`src/rtl/systolic_conv_array_pkg.sv`:
```
// Shared types and width helpers for the systolic convolution array.
package systolic_conv_array_pkg;

  typedef enum logic [2:0] {
    S_IDLE    = 3'd0,
    S_LOAD_W  = 3'd1,
    S_LOAD_PX = 3'd2,
    S_COMPUTE = 3'd3,
    S_DRAIN   = 3'd4,
    S_DONE    = 3'd5
  } state_t;

  // Ceiling log2 with a floor of 1 so single-entry counters still get a bit.
  function automatic int clog2(input int n);
    int r;
    r = 1;
    while ((1 << r) < n) r++;
    return r;
  endfunction

  function automatic int acc_width(input int dw, input int k);
    return 2 * dw + clog2(k * k);
  endfunction

endpackage

```
`src/rtl/systolic_conv_array_conv_row_mac.sv`:
```
// One kernel row: K products added to the incoming partial sum, registered.
// Latency 1 cycle; holds its output while en is low (pipeline stall).
module conv_row_mac #(
  parameter int DW = 8,
  parameter int K  = 3,
  parameter int AW = 20
) (
  input  logic            clk,
  input  logic            rst,
  input  logic            en,
  input  logic [K*DW-1:0] px_row,
  input  logic [K*DW-1:0] w_row,
  input  logic [AW-1:0]   psum_in,
  output logic [AW-1:0]   psum_out
);

  logic [2*DW-1:0] prod [K];
  logic [AW-1:0]   sum;

  always_comb begin
    sum = psum_in;
    for (int s = 0; s < K; s++) begin
      prod[s] = {{DW{1'b0}}, px_row[s*DW +: DW]} * {{DW{1'b0}}, w_row[s*DW +: DW]};
      sum     = sum + AW'(prod[s]);
    end
  end

  always_ff @(posedge clk or negedge rst) begin
    if (!rst) begin
      psum_out <= '0;
    end else if (en) begin
      psum_out <= sum;
    end
  end

endmodule

```
`src/rtl/systolic_conv_array.sv`:
```
// Valid-convolution engine: buffers weights and one image, then streams results through a K-stage row pipeline.
// First result K cycles after compute starts, one per cycle; the whole pipeline freezes while res_valid & !res_ready.
module systolic_conv_array
  import systolic_conv_array_pkg::*;
#(
  parameter int DW  = 8,
  parameter int K   = 3,
  parameter int IMG = 4,
  parameter int SAT = 1
) (
  input  logic          clk,
  input  logic          rst,
  input  logic          start,
  input  logic          reuse_w,
  input  logic          w_valid,
  output logic          w_ready,
  input  logic [DW-1:0] w_data,
  input  logic          px_valid,
  output logic          px_ready,
  input  logic [DW-1:0] px_data,
  output logic          res_valid,
  input  logic          res_ready,
  output logic [DW-1:0] res_data,
  output logic          busy,
  output logic          done
);

  localparam int OUT = IMG - K + 1;
  localparam int AW  = acc_width(DW, K);
  localparam int WCW = clog2(K * K);
  localparam int PAW = clog2(IMG * IMG);
  localparam int IW  = clog2(OUT);
  localparam int RCW = clog2(OUT * OUT);

  localparam logic [WCW-1:0] W_LAST  = WCW'(K * K - 1);
  localparam logic [PAW-1:0] PX_LAST = PAW'(IMG * IMG - 1);
  localparam logic [IW-1:0]  O_LAST  = IW'(OUT - 1);
  localparam logic [RCW-1:0] R_LAST  = RCW'(OUT * OUT - 1);

  state_t         state;
  logic [WCW-1:0] w_cnt;
  logic [PAW-1:0] px_cnt;
  logic [IW-1:0]  oi, oj;
  logic [RCW-1:0] res_cnt;
  logic           w_ok;
  logic           adv;

  logic [DW-1:0]  w_mem  [K*K];
  logic [DW-1:0]  px_mem [IMG*IMG];

  logic [K-1:0]    st_vld;
  logic [IW-1:0]   st_oi [K-1];
  logic [IW-1:0]   st_oj [K-1];
  logic [IW-1:0]   in_oi [K];
  logic [IW-1:0]   in_oj [K];
  logic [K*DW-1:0] row_px [K];
  logic [K*DW-1:0] row_w  [K];
  logic [AW-1:0]   ps_in  [K];
  logic [AW-1:0]   psum   [K];
  logic            sum_hi;

  assign w_ready   = (state == S_LOAD_W);
  assign px_ready  = (state == S_LOAD_PX);
  assign busy      = (state != S_IDLE);
  assign done      = (state == S_DONE);
  assign res_valid = st_vld[K-1];
  assign adv       = !res_valid || res_ready;

  always_ff @(posedge clk or negedge rst) begin
    if (!rst) begin
      state  <= S_IDLE;
      w_cnt  <= '0;
      px_cnt <= '0;
      oi     <= '0;
      oj     <= '0;
      w_ok   <= 1'b0;
    end else begin
      case (state)
        S_IDLE: begin
          if (start) begin
            if (reuse_w && w_ok) begin
              state <= S_LOAD_PX;
            end else begin
              state <= S_LOAD_W;
              w_ok  <= 1'b0;
            end
          end
        end
        S_LOAD_W: begin
          if (w_valid) begin
            if (w_cnt == W_LAST) begin
              w_cnt <= '0;
              w_ok  <= 1'b1;
              state <= S_LOAD_PX;
            end else begin
              w_cnt <= w_cnt + 1'b1;
            end
          end
        end
        S_LOAD_PX: begin
          if (px_valid) begin
            if (px_cnt == PX_LAST) begin
              px_cnt <= '0;
              state  <= S_COMPUTE;
            end else begin
              px_cnt <= px_cnt + 1'b1;
            end
          end
        end
        S_COMPUTE: begin
          if (adv) begin
            if (oj == O_LAST) begin
              oj <= '0;
              if (oi == O_LAST) begin
                oi    <= '0;
                state <= S_DRAIN;
              end else begin
                oi <= oi + 1'b1;
              end
            end else begin
              oj <= oj + 1'b1;
            end
          end
        end
        S_DRAIN: begin
          if (res_valid && res_ready && res_cnt == R_LAST) state <= S_DONE;
        end
        S_DONE:  state <= S_IDLE;
        default: state <= S_IDLE;
      endcase
    end
  end

  always_ff @(posedge clk or negedge rst) begin
    if (!rst) begin
      res_cnt <= '0;
    end else if (res_valid && res_ready) begin
      res_cnt <= (res_cnt == R_LAST) ? '0 : res_cnt + 1'b1;
    end
  end

  // Buffers carry no reset: their contents only matter once loaded.
  always_ff @(posedge clk) begin
    if (state == S_LOAD_W && w_valid) w_mem[w_cnt] <= w_data;
    if (state == S_LOAD_PX && px_valid) px_mem[px_cnt] <= px_data;
  end

  // Output coordinates travel with the partial sum so each stage fetches its own pixel row.
  always_ff @(posedge clk or negedge rst) begin
    if (!rst) begin
      st_vld <= '0;
      for (int r = 0; r < K - 1; r++) begin
        st_oi[r] <= '0;
        st_oj[r] <= '0;
      end
    end else if (adv) begin
      st_vld <= {st_vld[K-2:0], (state == S_COMPUTE)};
      st_oi[0] <= oi;
      st_oj[0] <= oj;
      for (int r = 1; r < K - 1; r++) begin
        st_oi[r] <= st_oi[r-1];
        st_oj[r] <= st_oj[r-1];
      end
    end
  end

  always_comb begin
    in_oi[0] = oi;
    in_oj[0] = oj;
    for (int r = 1; r < K; r++) begin
      in_oi[r] = st_oi[r-1];
      in_oj[r] = st_oj[r-1];
    end
  end

  always_comb begin
    for (int r = 0; r < K; r++) begin
      row_px[r] = '0;
      row_w[r]  = '0;
      for (int s = 0; s < K; s++) begin
        row_px[r][s*DW +: DW] = px_mem[PAW'((int'(in_oi[r]) + r) * IMG + int'(in_oj[r]) + s)];
        row_w[r][s*DW +: DW]  = w_mem[WCW'(r * K + s)];
      end
    end
  end

  for (genvar r = 0; r < K; r++) begin : g_row
    if (r == 0) begin : g_first
      assign ps_in[r] = '0;
    end else begin : g_chain
      assign ps_in[r] = psum[r-1];
    end

    conv_row_mac #(.DW(DW), .K(K), .AW(AW)) u_mac (
      .clk      (clk),
      .rst      (rst),
      .en       (adv),
      .px_row   (row_px[r]),
      .w_row    (row_w[r]),
      .psum_in  (ps_in[r]),
      .psum_out (psum[r])
    );
  end

  assign sum_hi   = |psum[K-1][AW-1:DW];
  assign res_data = (SAT != 0 && sum_hi) ? {DW{1'b1}} : psum[K-1][DW-1:0];

endmodule
```
`config.mk`:
```
export PLATFORM = sky130hd
export DESIGN_NAME = systolic_conv_array
export DESIGN_NICKNAME = d
export VERILOG_FILES = /design/src/rtl/systolic_conv_array_pkg.sv /design/src/rtl/systolic_conv_array_conv_row_mac.sv /design/src/rtl/systolic_conv_array.sv
export SDC_FILE = /design/constraint.sdc
export NUM_CORES = 2
export LEC_CHECK = 0
export ABC_AREA = 1
export ABC_CLOCK_PERIOD_IN_PS = 13200
export CAP_MARGIN = 20
export CORE_UTILIZATION = 33
export DETAILED_ROUTE_END_ITERATION = 8
export GPL_TIMING_DRIVEN = 0
export HOLD_SLACK_MARGIN = 0.06
export SETUP_SLACK_MARGIN = 0.2
export SLEW_MARGIN = 20
export SYNTH_ARGS = -nofsm -noshare
export SYNTH_HDL_FRONTEND = slang
export SYNTH_SLANG_ARGS = --single-unit
export TNS_END_PERCENT = 10
```
`constraint.sdc`:
```
create_clock -name clk -period 13.2 [get_ports clk]
set_input_delay 1.32 -clock clk [delete_from_list [all_inputs] [get_ports clk]]
set_output_delay 1.32 -clock clk [all_outputs]
set_load 0.05 [all_outputs]
```
### After elaboration in Yosys (flattened, before gate mapping)

Memory sizes are Yosys's and may differ from the RTL's.
Cells that the tools add are included.

| storage, ports and cells | value |
|---|---|
| flip-flop bits (word level) | 83 |
| memory bits (writable) | 200 |
| input bits | 23 |
| logic and storage cells | 111 |
| memories | 2 |

| operators by class | value |
|---|---|
| add/sub/neg operators | 24 |
| $mul | 9 |
| equality and inequality tests | 18 |
| mux-type cells | 26 |
| reductions and logical operators | 17 |

Memories:

| name | depth | bits a word | rd ports | clocked after memory_dff | wr ports | line | text |
|---|---|---|---|---|---|---|---|
| px_mem | 16 | 8 | 9 | 0 | 1 | systolic_conv_array.sv:49 | `logic [DW-1:0] px_mem [IMG*IMG];` |
| w_mem | 9 | 8 | 9 | 0 | 1 | systolic_conv_array.sv:48 | `logic [DW-1:0] w_mem [K*K];` |

Operators by type and width:

| kind | count |
|---|---|
| $mul A8 B8 Y16 | 9 |
| $add A20 B16 Y20 | 7 |
| $mux W3 | 9 |
| $add A4 B2 Y4 const B | 6 |
| $add A16 B16 Y17 | 1 |
| $ne A2 B2 Y1 const B | 8 |
| $pmux W3 S5 | 1 |
| $reduce_or A12 Y1 | 1 |
| $mux W1 | 10 |
| $reduce_and A9 Y1 | 1 |
| $add A4 B1 Y4 | 2 |
| $add A4 B1 Y4 const B | 2 |
| $eq A4 B4 Y1 const B | 2 |
| $mux W4 | 2 |
| $mux W8 | 1 |
| $eq A3 B2 Y1 const B | 2 |
| $eq A3 B3 Y1 const B | 2 |
| $reduce_and A2 Y1 | 3 |
| $logic_and A1 B1 Y1 | 5 |
| $reduce_and A5 Y1 | 1 |
| $add A3 B1 Y4 | 1 |
| $mux W2 | 2 |
| $ne A2 B1 Y1 const B | 2 |
| $eq A3 B1 Y1 const B | 1 |
| 12 further kinds | 13 |

### Logic depth before layout (Yosys ltp)

An unclocked memory read counts as a cell.

| depth | value |
|---|---|
| word-level depth | 7 |
| depth in mapped cells | 41 |
| depth with buffers taken out | 38 |

### Cells and area by module

A second synthesis with hierarchy kept.

| unflattened totals | value |
|---|---|
| cells, all modules | 4221 |
| area total of the unflattened synthesis | 35388.9 sq um |

Modules (own cells, without submodules):

| module | instances | cells each | area an instance (sq um) |
|---|---|---|---|
| systolic_conv_array | 1 | 818 | 9422.8 |
| conv_row_mac at g_row[0].u_mac | 1 | 1138 | 8667.1 |
| conv_row_mac at g_row[2].u_mac | 1 | 1133 | 8654.6 |
| conv_row_mac at g_row[1].u_mac | 1 | 1132 | 8644.5 |

### Worst setup path after synthesis

OpenSTA, ideal clock, no wires.

| timing path | value |
|---|---|
| kind | reg2reg |
| from | reg oj |
| to | reg g_row[0].u_mac.psum_out[12] |
| setup time | 118 ps |
| arrival time | 8060 ps |
| data required time | 13082 ps |
| slack | 5022 ps |
| cell stages (with the launch flop) | 36 |
| path buffers | 3 |
| period minus slack after synthesis | 8178 ps |
| cell sequence | dfrtp_1 > buf_2 > inv_2 > buf_4 > buf_6 > nand2_1 > nand3_1 > nand2_1 > inv_2 > nand2_1 > fa_1 > fa_1 > fa_1 > inv_1 > fa_1 > fa_1 > fa_1 > ha_1 > a21oi_1 > o21ai_0 > a21oi_1 > xor2_1 > fa_1 > fa_1 > inv_1 > fa_1 > inv_1 > fa_1 > inv_1 > ha_1 > a21oi_1 > inv_1 > o21ai_0 > nand4_1 > nand3_1 > nand2_1 |

| between the ends | value |
|---|---|
| longest elaborated chain between the ends | 6 |
| elaborated cells between the ends (all ways) | 9 |
| those cells by class | add/sub (5); mul (3); memory (1) |

Ends and longest elaborated chain:

| element | line | text |
|---|---|---|
| from (decl) | systolic_conv_array.sv:43 | `logic [IW-1:0] oi, oj;` |
| from (signal assigned) | systolic_conv_array.sv:121 | `oj <= oj + 1'b1;` |
| $add A3 B1 Y4 (*) | systolic_conv_array.sv:181 | `row_px[r][s*DW +: DW] = px_mem[PAW'((int'(in_oi[r]) + r) * IMG + int'(in_oj[r]) + s)];` |
| $add A4 B2 Y4 | systolic_conv_array.sv:181 |  |
| $mem_v2 Z16 W8 (*) | - |  |
| $mul A8 B8 Y16 | systolic_conv_array_conv_row_mac.sv:23 | `prod[s] = {{DW{1'b0}}, px_row[s*DW +: DW]} * {{DW{1'b0}}, w_row[s*DW +: DW]};` |
| $add A16 B16 Y17 | systolic_conv_array_conv_row_mac.sv:24 | `sum = sum + AW'(prod[s]);` |
| $add A20 B16 Y20 (*) | systolic_conv_array_conv_row_mac.sv:24 |  |
| to (signal assigned) | systolic_conv_array_conv_row_mac.sv:32 | `psum_out <= sum;` |
| to (decl) | systolic_conv_array_conv_row_mac.sv:14 | `output logic [AW-1:0] psum_out` |

Every way passes the cells marked *; elsewhere a longest branch is shown, timed or not.
A chain may end at the register's enable or synchronous reset.

### Worst setup path after layout

| timing path | value |
|---|---|
| from | reg oi |
| to | reg g_row[0].u_mac.psum_out[12] |

| between the ends | value |
|---|---|
| longest elaborated chain between the ends | 6 |
| elaborated cells between the ends (all ways) | 9 |
| those cells by class | add/sub (5); mul (3); memory (1) |

Ends and longest elaborated chain:

| element | line | text |
|---|---|---|
| from (decl) | systolic_conv_array.sv:43 |  |
| from (signal assigned) | systolic_conv_array.sv:118 | `oi <= oi + 1'b1;` |
| $add A3 B1 Y4 (*) | systolic_conv_array.sv:181 |  |
| $add A4 B2 Y4 | systolic_conv_array.sv:181 |  |
| $mem_v2 Z16 W8 (*) | - |  |
| $mul A8 B8 Y16 | systolic_conv_array_conv_row_mac.sv:23 |  |
| $add A16 B16 Y17 | systolic_conv_array_conv_row_mac.sv:24 |  |
| $add A20 B16 Y20 (*) | systolic_conv_array_conv_row_mac.sv:24 |  |

Marked as above.

==> results_dict.tcl <==
set metrics [dict create \
    multi_input_area_um2 21700 \
    hp-start "g_row[2].u_mac.psum_out[17]$_DFFE_PN0N_" \
    muxShareOfSynthArea_pct 0 \
    antenna_cells 0 \
    fin_crit_sh_pct 71.3 \
    die_area_um2 103000 \
    syn-num-nets 4740 \
    crit_slowest_cell "fa_1" \
    synth-compound-area-share_pct 2.27 \
    cts_resized 0 \
    rsz0062_at_grt "false" \
    final_common_cell "nand2_1" \
    drt_wl_total_mm 98.1 \
    worst_pin_slew_ns 1.08 \
    die_y_um 320 \
    yosys_warnings 0 \
    crit_arrival_ns 9.93 \
    max_stage_delay_ns 0.60 \
    syn-cell-area_um2 33500 \
    grt_pass1_wl_mm 153 \
    hold_class "reg -> reg" \
    synth_seq_cells 282 \
    critPathRequiredTime_ns 13.71 \
    avgSynthCellArea_um2 8.59 \
    min_path_cells 2 \
    regArea_um2 8060 \
    antenna_found_initial 7 \
    status "finished clean" \
    routedWlPerCell_um 18.3 \
    hold_viol 0 \
    start_util_pct 33.4 \
    clk_path_buf_depth 3 \
    area_growth_pct 9.90 \
    core_um2 100000 \
    fin_skew_ns 0.0483 \
    place_congestion 0.957 \
    postCtsSetupRepairBufs 0 \
    cp-end-kind "flop" \
    hold_end "g_row[2].u_mac.psum_out[17]$_DFFE_PN0N_" \
    startpoint_type "flop" \
    cts.sinks 282 \
    drt_iter0_drc 2109 \
    r2r-start "oi$_DFFE_PN0P_" \
    synth_fa_ha_area_share_pct 42.0 \
    ys_types 40 \
    finish.net_count 4816 \
    max_cap_violations 0 \
    grt_pass1_vias 26000 \
    min_period_ns 9.41 \
    synthSimpleGateAreaFrac_pct 19.8 \
    synth_xor_area_share_pct 0.576 \
    htreeDepth 2 \
    portBuffers 35 \
    setup_viol 0 \
    rows 116 \
    vias 25300 \
    hpwl_mm 81.6 \
    vias_per_cell 4.72 \
    r2r_setup_slack_ns 3.79 \
    cp_max_fo 10 \
    final_cell_mix "nand2_1 (952), inv_1 (892), fa_1 (501), nor2_1 (410), ha_1 (322)" \
    grt_max_degree 70 \
    fin_setup_tns_ns 0 \
    r2r_cells 33 \
    slew_violations 0 \
    fmax_ghz 0.106 \
    ys_seq_area_share_pct 24.1 \
    groute.usage.overall_pct 19.7 \
    cts_buffers 36 \
    worstSkewPairLatency_ns 0.60 \
    die_x_um 320 \
    cts-hold-fix-buffers 0 \
    path_common_cell "fa_1" \
    drive_gt1_share_pct 3.88 \
    drc 0 \
    worst_r2r_endpoint "g_row[0].u_mac.psum_out[12]$_DFFE_PN0N_" \
    clk_pin_slew_ns 0.06 \
    io_pins 36 \
    syn_inst 3894 \
    cts-root-buf "clkbuf_16" \
    maxSlewHeadroom_pct 27.5 \
    fillers 10300 \
    cts_tree "yes" \
    synth_top_family_by_area "adder cells" \
    drt.antenna.violating_nets 0 \
    dr.pass1.iters 6 \
    grt_overflow 0 \
    crit_type "reg -> reg" \
]
## registers in the layout, indices dropped and copies added, names as in the netlist, 2 cells and up
name and count:
st_vld 3, state 3, in_oj 2, px_cnt 4, in_oi 2, res_cnt 2, w_cnt 4, g_row.u_mac.psum_out 59
w_mem 72, px_mem 128
## cell families (layout without fill, tap and decap cells)
kind of cell    after synthesis  after routing
flops                       282            282
buf+inv                     978           1081
fa+ha+maj                   823            823
compound gates              145            145
simple gates               1644           1644
xor+xnor                     22             22
## worst max-delay path by stage
stage	startpoint	slack, ns	endpoint	cells past startpoint
2_1_floorplan	oj$_DFFE_PN0P_	5.02	g_row[0].u_mac.psum_out[12]$_DFFE_PN0N_	35
3_3_place_gp	oi$_DFFE_PN0P_	3.81	g_row[0].u_mac.psum_out[12]$_DFFE_PN0N_	32
3_5_place_dp	oi$_DFFE_PN0P_	3.84	g_row[0].u_mac.psum_out[12]$_DFFE_PN0N_	32
4_1_cts	oi$_DFFE_PN0P_	3.79	g_row[0].u_mac.psum_out[12]$_DFFE_PN0N_	33
5_1_grt	oi$_DFFE_PN0P_	3.22	g_row[0].u_mac.psum_out[12]$_DFFE_PN0N_	33
6_report	oi$_DFFE_PN0P_	3.79	g_row[0].u_mac.psum_out[12]$_DFFE_PN0N_	33
## critical path: cells and delay by family (launching register included)
| kind | cells | cell delay (ns) |
|---|---|---|
| simple gates | 7 | 0.96 |
| xor+xnor | 1 | 0.40 |
| compound gates | 5 | 0.96 |
| flops | 1 | 0.31 |
| fa+ha+maj | 12 | 5.70 |
| buf+inv | 8 | 1.02 |
## cells in the mapped netlist, drive strengths merged
master	count	area, um2
a31oi	3	18.8
a21o	3	22.5
nor2	412	1550
buf	46	248
dfrtp	82	2050
edfxtp	200	6010
clkbuf	15	56.3
clkinv	1	5.00
and3	1	6.26
nor4	4	25.0
fa	501	10000
nand2	958	3620
and2	4	25.0
ha	322	4030
nand3b	14	105
o21bai	4	30.0
inv	916	3440
o22ai	3	18.8
or2	4	25.0
o21a	2	15.0
xor2	9	78.8
xnor2	13	114
nor3	21	133
a211oi	2	15.0
nand3	222	1120
a21oi	63	315
o21ai	65	325
nand4	4	25.0
## final cells by class
| class | instances | share of cell area [%] |
|---|---|---|
| inverters | 917 | 9.37 |
| repair buffers | 38 | 0.977 |
| flip-flops and latches | 282 | 21.9 |
| plain buffers | 61 | 0.830 |
| clock inverters | 14 | 0.619 |
| clock buffers | 51 | 2.71 |
| multi-input cells | 2634 | 59.0 |
| well taps | 1357 | 4.62 |
## layer usage
metal,track usage [%],share of wire (%)
met5,0,0.013
met2,32.5,47
met1,26.0,43
met4,9.14,5.2
met3,2.01,5.6
## per-stage QoR
step           utilization (%)  setup WS (ns)  hold slack, ns  cell area [um2]  instances
2_1_floorplan                -           5.02           0.440            33500       3894
3_3_place_gp              35.4           3.81           0.465            35500       5286
3_5_place_dp              35.4           3.84           0.467            35500       5289
4_1_cts                   36.7           3.79           0.483            36800       5354
5_1_grt                   36.7           3.22           0.503            36800       5354
6_report                  36.7           3.79           0.480            36800       5354
Power is not shown: default switching activity piles up to over one toggle a cycle in this logic, so the estimate is an artifact.
